==> src/rtl/input_command_queue.sv <==
// Turns debounced button pulses and held levels into a queue of game move commands.
// Auto-repeat runs per axis, requests merge in pending flags, and the engine pops through valid/ready.
module input_command_queue #(
    parameter int DAS_CYCLES = 16000000,
    parameter int ARR_CYCLES = 5000000,
    parameter int CNT_W      = 24,
    parameter int FIFO_DEPTH = 4,
    localparam int PTR_W     = $clog2(FIFO_DEPTH),
    localparam int CNT_FW    = PTR_W + 1
) (
    input  logic              clk,
    input  logic              reset,
    input  logic              left_raise,
    input  logic              right_raise,
    input  logic              down_raise,
    input  logic              rot_raise,
    input  logic              drop_raise,
    input  logic              left_held,
    input  logic              right_held,
    input  logic              down_held,
    input  logic              flush,
    input  logic              cmd_ready,
    output logic              cmd_valid,
    output logic [2:0]        cmd_code,
    output logic [CNT_FW-1:0] fifo_count
);

    localparam logic [CNT_W-1:0]  DAS_LOAD   = CNT_W'(DAS_CYCLES - 1);
    localparam logic [CNT_W-1:0]  ARR_LOAD   = CNT_W'(ARR_CYCLES - 1);
    localparam logic [CNT_FW-1:0] FULL_COUNT = CNT_FW'(FIFO_DEPTH);

    logic             clr;
    logic [2:0]       raise_v;
    logic [2:0]       held_v;
    logic [2:0]       rpt_tick;
    logic [CNT_W-1:0] rpt_cnt_q [3];
    logic [CNT_W-1:0] rpt_cnt_d [3];
    logic [2:0]       armed_q;
    logic [2:0]       armed_d;

    logic [4:0]       pend_q;
    logic [4:0]       pend_d;
    logic [4:0]       pend_set;
    logic [4:0]       grant;
    logic [2:0]       push_code;
    logic             push;
    logic             pop;

    logic [2:0]        fifo_mem [FIFO_DEPTH];
    logic [PTR_W-1:0]  wr_ptr_q;
    logic [PTR_W-1:0]  wr_ptr_d;
    logic [PTR_W-1:0]  rd_ptr_q;
    logic [PTR_W-1:0]  rd_ptr_d;
    logic [CNT_FW-1:0] count_q;
    logic [CNT_FW-1:0] count_d;
    logic              cmd_valid_q;
    logic              cmd_valid_d;
    logic [2:0]        cmd_code_q;
    logic [2:0]        cmd_code_d;

    assign clr     = reset | flush;
    assign raise_v = {down_raise, right_raise, left_raise};
    assign held_v  = {down_held, right_held, left_held};

    // Auto-repeat: a tick needs a preceding raise (armed) so a bare held level never repeats.
    always_comb begin
        rpt_cnt_d = rpt_cnt_q;
        armed_d   = armed_q;
        rpt_tick  = '0;
        for (int i = 0; i < 3; i++) begin
            if (raise_v[i]) begin
                rpt_cnt_d[i] = DAS_LOAD;
                armed_d[i]   = 1'b1;
            end else if (!held_v[i]) begin
                rpt_cnt_d[i] = '0;
                armed_d[i]   = 1'b0;
            end else if (rpt_cnt_q[i] != '0) begin
                rpt_cnt_d[i] = rpt_cnt_q[i] - CNT_W'(1);
            end else if (armed_q[i]) begin
                rpt_tick[i]  = 1'b1;
                rpt_cnt_d[i] = ARR_LOAD;
            end
        end
    end

    // Pending bit i holds command code i+1; fixed priority DROP > ROTATE > LEFT > RIGHT > DOWN.
    always_comb begin
        pend_set  = {drop_raise, rot_raise, rpt_tick | raise_v};
        grant     = '0;
        push_code = '0;
        if (pend_q[4]) begin
            grant     = 5'b10000;
            push_code = 3'd5;
        end else if (pend_q[3]) begin
            grant     = 5'b01000;
            push_code = 3'd4;
        end else if (pend_q[0]) begin
            grant     = 5'b00001;
            push_code = 3'd1;
        end else if (pend_q[1]) begin
            grant     = 5'b00010;
            push_code = 3'd2;
        end else if (pend_q[2]) begin
            grant     = 5'b00100;
            push_code = 3'd3;
        end
        push   = (pend_q != '0) && (count_q != FULL_COUNT);
        pend_d = (pend_q & ~(push ? grant : 5'b00000)) | pend_set;
    end

    // FIFO bookkeeping; full is judged on the registered count, so a pop never frees room for a same-cycle push.
    always_comb begin
        pop      = cmd_valid_q & cmd_ready;
        wr_ptr_d = push ? wr_ptr_q + PTR_W'(1) : wr_ptr_q;
        rd_ptr_d = pop  ? rd_ptr_q + PTR_W'(1) : rd_ptr_q;
        unique case ({push, pop})
            2'b10:   count_d = count_q + CNT_FW'(1);
            2'b01:   count_d = count_q - CNT_FW'(1);
            default: count_d = count_q;
        endcase
        cmd_valid_d = (count_d != '0);
        if (count_d == '0) begin
            cmd_code_d = '0;
        end else if (push && (rd_ptr_d == wr_ptr_q)) begin
            cmd_code_d = push_code;
        end else begin
            cmd_code_d = fifo_mem[rd_ptr_d];
        end
    end

    always_ff @(posedge clk) begin
        if (clr) begin
            for (int i = 0; i < 3; i++) begin
                rpt_cnt_q[i] <= '0;
            end
            armed_q     <= '0;
            pend_q      <= '0;
            wr_ptr_q    <= '0;
            rd_ptr_q    <= '0;
            count_q     <= '0;
            cmd_valid_q <= 1'b0;
            cmd_code_q  <= '0;
        end else begin
            rpt_cnt_q   <= rpt_cnt_d;
            armed_q     <= armed_d;
            pend_q      <= pend_d;
            wr_ptr_q    <= wr_ptr_d;
            rd_ptr_q    <= rd_ptr_d;
            count_q     <= count_d;
            cmd_valid_q <= cmd_valid_d;
            cmd_code_q  <= cmd_code_d;
        end
    end

    always_ff @(posedge clk) begin
        if (push && !clr) begin
            fifo_mem[wr_ptr_q] <= push_code;
        end
    end

    assign cmd_valid  = cmd_valid_q;
    assign cmd_code   = cmd_code_q;
    assign fifo_count = count_q;

endmodule

==> config.mk <==
export PLATFORM = sky130hd
export DESIGN_NAME = input_command_queue
export DESIGN_NICKNAME = d
export VERILOG_FILES = /design/src/rtl/input_command_queue.sv
export SDC_FILE = /design/constraint.sdc
export NUM_CORES = 1
export LEC_CHECK = 0
export ABC_AREA = 1
export ABC_CLOCK_PERIOD_IN_PS = 2910
export BUFFER_PORTS_ARGS = -buffer_cell sky130_fd_sc_hd__buf_2
export CORE_MARGIN = 10
export CORE_UTILIZATION = 35
export CTS_CLUSTER_SIZE = 30
export DETAILED_ROUTE_END_ITERATION = 6
export PLACE_DENSITY = 0.46
export REMOVE_ABC_BUFFERS = 1
export SLEW_MARGIN = 20
export SYNTH_ARGS = -nofsm -noshare
export SYNTH_HDL_FRONTEND = slang
export SYNTH_SLANG_ARGS = --single-unit
==> constraint.sdc <==
create_clock -name clk -period 2.91 [get_ports clk]
set_clock_uncertainty 0.1 [all_clocks]
set_input_delay 0.291 -clock clk [delete_from_list [all_inputs] [get_ports clk]]
set_output_delay 0.291 -clock clk [all_outputs]
set_load 0.005 [all_outputs]
Word-level counts from Yosys, hierarchy flattened
Memory sizes are Yosys's and may differ from the RTL's. A register that Yosys moved wholly into a read port is not among the register bits.
Index checks and enable logic that the tools add are counted.
{ "op_classes": {"reduce_logical": 16, "n_addsub": 7, "muxes": 45, "n_bitwise": 9, "eq_ne": 9} }
{ "ops": {"columns": ["op", "n"], "rows": [
  ["24-bit 2-to-1 mux", 12],
  ["24-bit nonzero test", 3],
  ["24-bit by 1-bit subtractor with 24-bit output (second input constant)", 3],
  ["1-bit 2-to-1 mux", 20],
  ["3-bit 2-to-1 mux", 5],
  ["4-bit by 2-bit inequality test with 1-bit output (second input constant)", 3],
  ["5-bit 2-to-1 mux", 2],
  ["3-bit OR reduction", 3],
  ["2-bit 2-to-1 mux", 4],
  ["2-bit inequality test (second input constant)", 3],
  ["3-bit case mux with 2 select lines", 1],
  ["2-bit nonzero test", 3],
  ["5-bit AND", 1],
  ["5-bit inverter", 1],
  ["5-bit OR", 1],
  ["5-bit nonzero test", 1],
  ["2-bit by 1-bit adder with 2-bit output (second input constant)", 2],
  ["4-bit 2-to-1 mux", 1],
  ["3-bit by 1-bit adder with 3-bit output (second input constant)", 1],
  ["3-bit zero test", 1],
  ["3-bit inequality test (second input constant)", 1],
  ["1-bit inverter", 3],
  ["3-bit OR", 1],
  ["3-bit nonzero test", 1],
  ["other kinds (8)", 9]
]} }
{ "totals": {"memories": 1, "word_cells": 101, "regBits": 88, "mem_bits_rw": 12} }
{ "mem_list": {"columns": ["name", "words", "word_bits", "rd", "rd_ports_with_merged_regs", "write_ports", "line", "text"], "rows": [
  ["fifo_mem", 4, 3, 1, 1, 1, "49", "logic [2:0] fifo_mem [FIFO_DEPTH];"]
]} }

Logic depth before layout (Yosys ltp)
Gate-level depths: netlist (run 1).
{ "logic_depth": {"depth_word": 9, "mapped_depth": 13} }

Least setup slack after synthesis (run 1)
OpenSTA, ideal clock, no wires.
{ "synth_timing": {"kind": "reg-to-reg", "start": "register count_q[0] (netlist: fifo_count[0])", "end": "register cmd_code_q[0] (netlist: cmd_code[0]), read port of fifo_mem", "required_ns": 2.740, "path_slack_ns": 0.747, "stages_incl_launch_ff": 14, "synth_period_minus_slack_ns": 2.163, "t_arrival_ns": 1.994, "setup_time_ns": 0.070, "cell_sequence": "dfxtp_1 nor2_1 nand2_1 nand2_1 ha_1 fa_1 inv_1 o21ai_0 inv_1 nand2_1 nor2_1 nor2_1 inv_1 a21oi_1"} }
{ "synth_via": {"elab_chain_cells": 6} }
{ "synth_lines": {"columns": ["element", "line", "text"], "rows": [
  ["start: declaration", "54", "logic [CNT_FW-1:0] count_q;"],
  ["start signal: assignment", "149", "count_q <= count_d;"],
  ["3-bit inequality test", "107", "push = (pend_q != '0) && (count_q != FULL_COUNT);"],
  ["1-bit logical AND", "107", null],
  ["2-bit by 1-bit == test with 1-bit output / 2-bit == test (equally long branches)", "116", "unique case ({push, pop})"],
  ["3-bit case mux with 2 select lines *", "116", null],
  ["3-bit zero test *", "122", "if (count_d == '0) begin"],
  ["2-bit OR reduction (no source line) *", null, null],
  ["end: declaration", "58", "logic [2:0] cmd_code_q;"]
]} }
Mark *: on every way between the ends. The rest lies on a longest branch, timed or not.
A chain may end at the register's enable or synchronous reset.

Final worst setup path (run 1)
{ "layout_timing": {"start": "register count_q[0] (netlist: fifo_count[0])", "end": "register cmd_code_q[2] (netlist: cmd_code[2]), read port of fifo_mem"} }
The elaborated chain is that of the path after synthesis.

==> impl_metrics.ini, run 1 <==
[run_status]
status = finished clean

[logic_synthesis]
syn_inst = 877
avgSynthCellArea_um2 = 6.76
seq_area_frac_synth_pct = 36.8
synth_top_cell_by_area = dfxtp_1
synthFlopType = dfxtp_1
synth_top_area_share_pct = 30.7
ys_warn_count = 0
ys_seq_elements = 103
synth_edf_count = 12
synth_area_um2 = 5930
synth_cell_types = 39
synth.area.top_cells = dfxtp_1, nand2_1, nor2_1, edfxtp_1, nand3_1
async_reset_ff_share_pct = 0

[run]
drv_cap = 0

[global_route]
use_met1_pct = 18.4
antenna_found_initial = 0
grt_pass1_wl_um = 25700
first_global_vias = 5175
grt_max_degree = 56
use_met2_pct = 23.0
grt_overflow = 0
busiest_layer = met2
gr-usage-met3_pct = 3.21
track_usage_pct = 13.9

[worst_setup_path]
worstSetupPathType = reg -> reg
critPathMaxStageDelay_ps = 480
critPathSlowestCell = fa_1
worstPathArrival_ps = 2660
required_ps = 3100
cp_max_fo = 7
start_kind = register
worst_setup_path_end_kind = register
crit_chain = nor2_1, nand2_1, nand2_1, ha_1, fa_1, inv_1, o21ai_0, inv_1, nand2_1, nor2_1, nor2_1, inv_1, a21oi_1

[timing]
setup_viol = 0
fin_tns_setup_ps = 0
fin_crit_sh_pct = 84.9
period_minus_slack_ps = 2470
slew_headroom_pct = 53.0
rsz0062_at_grt = no
hold_violations = 0
fmax_mhz = 405
finalMaxSlewViolations = 0
tightest_slew_ps = 700

[clock_tree]
root_buffer = clkbuf_16
postCtsSetupRepairBufs = 0
cts_sinks = 103
postCtsResizedCells = 0
cts_made_buffers = 9
clk_pin_slew_ps = 70
postCtsHoldBufs = 0
cts_tree = yes
clock_path_buffers = 2
clkLatencyLatePin_ps = 360
htreeDepth = 3

[cells_and_area]
syn_to_final_growth_pct = 10.1
final_cell_mix = nand2_1, nor2_1, dfxtp_1
n_antenna_cell = 0
nFillCells = 1784
final_common_cell = nand2_1
drive_above_1_share_pct = 9.99
fin_util_pct = 39.4
layout.nets = 920

[place]
gp_congestion = 0.863
dpl.hpwl_um = 11500
portBuffers = 18

[route]
vias = 5440
dr.pass1.iters = 5
drc_errors = 0
via_per_inst = 4.85
postRouteAntennaNets = 0
wl_per_cell_um = 13.6
wl_um = 15200
drtIter0Drc = 360

[floorplanning]
ios = 19
initial_core_util_pct = 35.8
die_h_um = 150
core_um2 = 16600
die-area_um2 = 22600
rows = 47
die_x_um = 150

[pwr]
vdd_ir_drop_max_uv = 314
power_density_nw_per_um2 = 545
power_leakage_nw = 2.99

[hold_path]
hold_path_class = in -> reg
-- final cells by class --
class	count	area, µm²	share of cell area [%]
clock buffers	9	225	3.45
clock inverters	7	48.8	0.748
inverters	89	334	5.12
multi-input cells	673	3360	51.4
flip-flops and latches	103	2180	33.4
well taps	220	275	4.22
repair buffers	20	105	1.61
-- critical path, delay by kind of cell, from the launching register on --
kind            cells  cell delay, ps
buf+inv             3             190
flops               1             420
fa+ha+maj           2             770
compound gates      2             270
simple gates        6             650
-- logic make-up after synthesis --
| logic type | synth area share, % |
|---|---|
| fa+ha+maj | 2.66 |
| xor+xnor | 5.17 |
| simple gates | 41.5 |
| flops | 36.8 |
| buf+inv | 6.60 |
| compound gates | 7.32 |
-- per-stage QoR --
step	setup slack, ps	hold WS [ps]	power [mW]	area, µm²	cells
floorplan	735	321	2.24	5870	865
global placement	552	380	2.44	6250	1105
detailed placement	465	387	2.44	6250	1105
CTS	444	90.9	3.61	6530	1121
global route	115	102	3.80	6530	1121
finish	438	101	3.56	6530	1121
-- metal layers --
layer  wire [µm]  vias to the layer above
met1        7630                     2500
met5           0                        -
li1            -                     2855
met2        6940                       78
met3         557                        7
met4         117                        0
-- where the power goes --
part           total (mW)  internal [mW]  switching [mW]
sequential           1.56           1.50          0.0568
combinational       0.853          0.285           0.568
clock                1.15          0.581           0.567
-- Yosys cell counts (3+ instances only) --
cell type and count:
a21oi_1 52, and2_1 4, clkbuf_1 8, clkinv_1 3, dfxtp_1 91, edfxtp_1 12
ha_1 11, inv_1 85, nand2_1 203, nand2_2 11, nand3_1 69, nand3_2 4
nand3b_1 4, nand4_1 25, nor2_1 165, nor2_2 22, nor2_4 5, nor3_1 22
o21ai_0 18, o21ai_1 3, or2_2 4, xnor2_1 12, xor2_1 23
-- path summary, 6_finish.rpt --
check | from | endpoint | slack (ps) | cells after the start
setup / recovery | fifo_count[0]$_SDFF_PP0_ | cmd_code[2]$_SDFF_PP0_ | 440 | 13
hold / removal | drop_raise | pend_q[4]$_SDFF_PP0_ | 100 | 3
setup reg to reg | fifo_count[0]$_SDFF_PP0_ | cmd_code[2]$_SDFF_PP0_ | 440 | 13
hold reg to reg | pend_q[4]$_SDFF_PP0_ | pend_q[4]$_SDFF_PP0_ | 400 | 2
-- flip-flops by register name, indices dropped and copies added, names as in the netlist --
signal / count
armed_q: 3
fifo_count: 3
wr_ptr_q: 2
fifo_mem: 12
pend_q: 5
cmd_valid: 1
rd_ptr_q: 2
cmd_code: 3
rpt_cnt_q: 72
(Power assumes the default switching activity.)
==> run 2: changes to the inputs <==
ABC_AREA = 0   (was 1)
ABC_CLOCK_PERIOD_IN_PS = 2600   (was 2910)
clock period = 2.6 ns   (was 2.91 ns; I/O delays follow)
==> run 2 against run 1 <==
  * First-iteration DRC count is 36% lower
  * Clock-buffer cell count is 4 higher
  * Worst hold slack worse by 64 ps
  * Critical path depth shrank 8
  * Via count is 20% lower
  * Combinational power is 2% lower
  * Critical path type unchanged
  * Power grew 13%
  * Cell area shrank 6.9%
  * Non-clock buffer count up 37
  * Wire length is 18% lower
==> impl_metrics.ini, run 2 <==
[worst_setup_path]
ff2ff_path_depth = 5
cp_top_family = simple AND/OR/NAND/NOR gates
required_ps = 2720
r2r_slack_ps = 130
timing.rr.start = rpt_cnt_q[34]$_SDFFE_PP0P_
r2r_end = rpt_cnt_q[47]$_SDFFE_PP0P_
cp_max_fo = 6
crit_cells = 5
crit_top_cell = or4_1
endpoint = rpt_cnt_q[47]$_SDFFE_PP0P_
critPathMaxStageDelay_ps = 660
start_kind = register
worst_setup_path_end_kind = register
worstSetupPathType = reg -> reg
timing.critical_path.from = rpt_cnt_q[34]$_SDFFE_PP0P_
critPathSlowestCell = or4_1
crit_chain = or4_1, or4_1, nor4_1, xnor2_1, o21ai_1
worstPathArrival_ps = 2590
cp_num_buf_inv = 0

[timing]
tightest_slew_ps = 677
period_minus_slack_ps = 2470
rsz0062_at_grt = no
slew_headroom_pct = 54.7
setup_viol = 0
fin_crit_sh_pct = 95.1
hold_violations = 0
fin_tns_setup_ps = 0
fmax_mhz = 404
finalMaxSlewViolations = 0

[clock_tree]
postCtsHoldBufs = 0
postCtsSetupRepairBufs = 0
htreeDepth = 3
cts_tree = yes
clkLatencyLatePin_ps = 350
cts_sinks = 103
cts_made_buffers = 9
postCtsResizedCells = 0
clk_pin_slew_ps = 70
root_buffer = clkbuf_16
clock_path_buffers = 2

[logic_synthesis]
synth_edf_count = 12
async_reset_ff_share_pct = 0
syn_inst = 581
avgSynthCellArea_um2 = 9.03
yosys-top-cells-count = dfxtp_1, nor2_1, a21oi_1, o21ai_0, nand2_1
ys_warn_count = 0
ys_seq_elements = 103
synth.area.top_cells = dfxtp_1, edfxtp_1, nor2_1, xnor2_1, a21oi_1
synth_top_cell_by_area = dfxtp_1
seq_area_frac_synth_pct = 41.6
yosysMostFrequentCell = dfxtp_1
synth_area_um2 = 5240
synth_cell_types = 62
synthFlopType = dfxtp_1
synth_top_area_share_pct = 34.7

[place]
dpl.hpwl_um = 9080
dpl_cell_area_um2 = 5740
place_inst = 796
portBuffers = 18
gp_congestion = 0.833

[global_route]
track_usage_pct = 12.6
grt_max_degree = 29
antenna_found_initial = 0
grt_overflow = 0
grt_pass1_wl_um = 21000
first_global_vias = 4117

[cells_and_area]
final_cell_mix = dfxtp_1, nor2_1, a21oi_1
final_common_cell = dfxtp_1
stdcell_count = 812
regArea_um2 = 2180
reg.largest.list = rpt_cnt_q (72), fifo_mem (12), pend_q (5)
syn_to_final_growth_pct = 15.9
largest_register_ffs = 72
n_antenna_cell = 0
top_register = rpt_cnt_q
postLayoutCellArea_um2 = 6080
layout.nets = 647
nFillCells = 1453
fin_util_pct = 41.6
drive_above_1_share_pct = 15.8
multi_input_area_um2 = 2890

[route]
drc_errors = 0
via_per_inst = 5.37
dr.pass1.iters = 4
drtIter0Drc = 231
postRouteAntennaNets = 0
vias = 4357
wl_per_cell_um = 15.5
wl_um = 12500

[run]
drv_cap = 0

[floorplanning]
initial_core_util_pct = 35.9
die-area_um2 = 20300
core_um2 = 14600
die_h_um = 142
ios = 19
rows = 44
die_x_um = 142

[pwr]
power_leakage_nw = 2.43
power_density_nw_per_um2 = 663
vdd_ir_drop_max_uv = 428

[run_status]
status = finished clean

[hold_path]
hold_path_class = in -> reg
run 2: worst min-delay path by stage:
stage / slack, ps / from / cells after the start / end
floorplan: 280 / left_raise / 2 / armed_q[0]$_SDFFE_PP0P_
global placement: 360 / rpt_cnt_q[12]$_SDFFE_PP0P_ / 2 / rpt_cnt_q[12]$_SDFFE_PP0P_
detailed placement: 370 / rpt_cnt_q[12]$_SDFFE_PP0P_ / 2 / rpt_cnt_q[12]$_SDFFE_PP0P_
CTS: 20 / drop_raise / 3 / pend_q[4]$_SDFF_PP0_
global route: 40 / drop_raise / 3 / pend_q[4]$_SDFF_PP0_
finish: 40 / drop_raise / 3 / pend_q[4]$_SDFF_PP0_
run 2: area by class of cell:
class                      instances  share of cell area, %
multi-input combinational        431                   47.6
sequential                       103                   35.9
timing repair buffer              57                   6.30
clock buffer                      13                   4.47
tap                              184                   3.79
inverter                          21                   1.30
clock inverter                     3                  0.659
run 2: worst register-to-register path, cell delays in order (launching register included):
cell,delay [ps]
dfxtp_1,350
or4_1,580
or4_1,660
nor4_1,420
xnor2_1,170
o21ai_1,70
run 2: cells by family (layout without fill, tap and decap cells):
kind of cell	count (synthesis)	after routing	share of synthesized area (%)
mux	22	22	5.03
fa+ha+maj	12	12	3.01
simple gates	208	208	21.9
compound gates	146	146	17.6
flops	103	103	41.6
xor+xnor	43	43	7.18
buf+inv	47	94	3.67
run 2: per-layer routing:
| metal | routed length (µm) | global-route usage [%] | vias to the layer above |
|---|---|---|---|
| li1 | - | - | 2218 |
| met1 | 6360 | 16.9 | 2052 |
| met2 | 5520 | 19.1 | 75 |
| met3 | 544 | 3.87 | 12 |
| met4 | 118 | 3.51 | 0 |
| met5 | 0 | 0 | - |
run 2: stage by stage:
step | worst slack (ps) | power, mW | hold WS [ps]
after floorplan | -73.6 | 2.35 | 277
after global placement | 105 | 2.61 | 364
after detailed placement | 51.0 | 2.62 | 373
after CTS | 24.3 | 4.08 | 15.1
after global routing | 1.79 | 4.25 | 36.3
final | 127 | 4.03 | 36.7
run 2: report_power, final:
part           switching (mW)  internal, mW  total (mW)
clock                   0.598         0.830        1.43
sequential             0.0759          1.69        1.76
combinational           0.457         0.379       0.836
total                    1.13          2.90        4.03
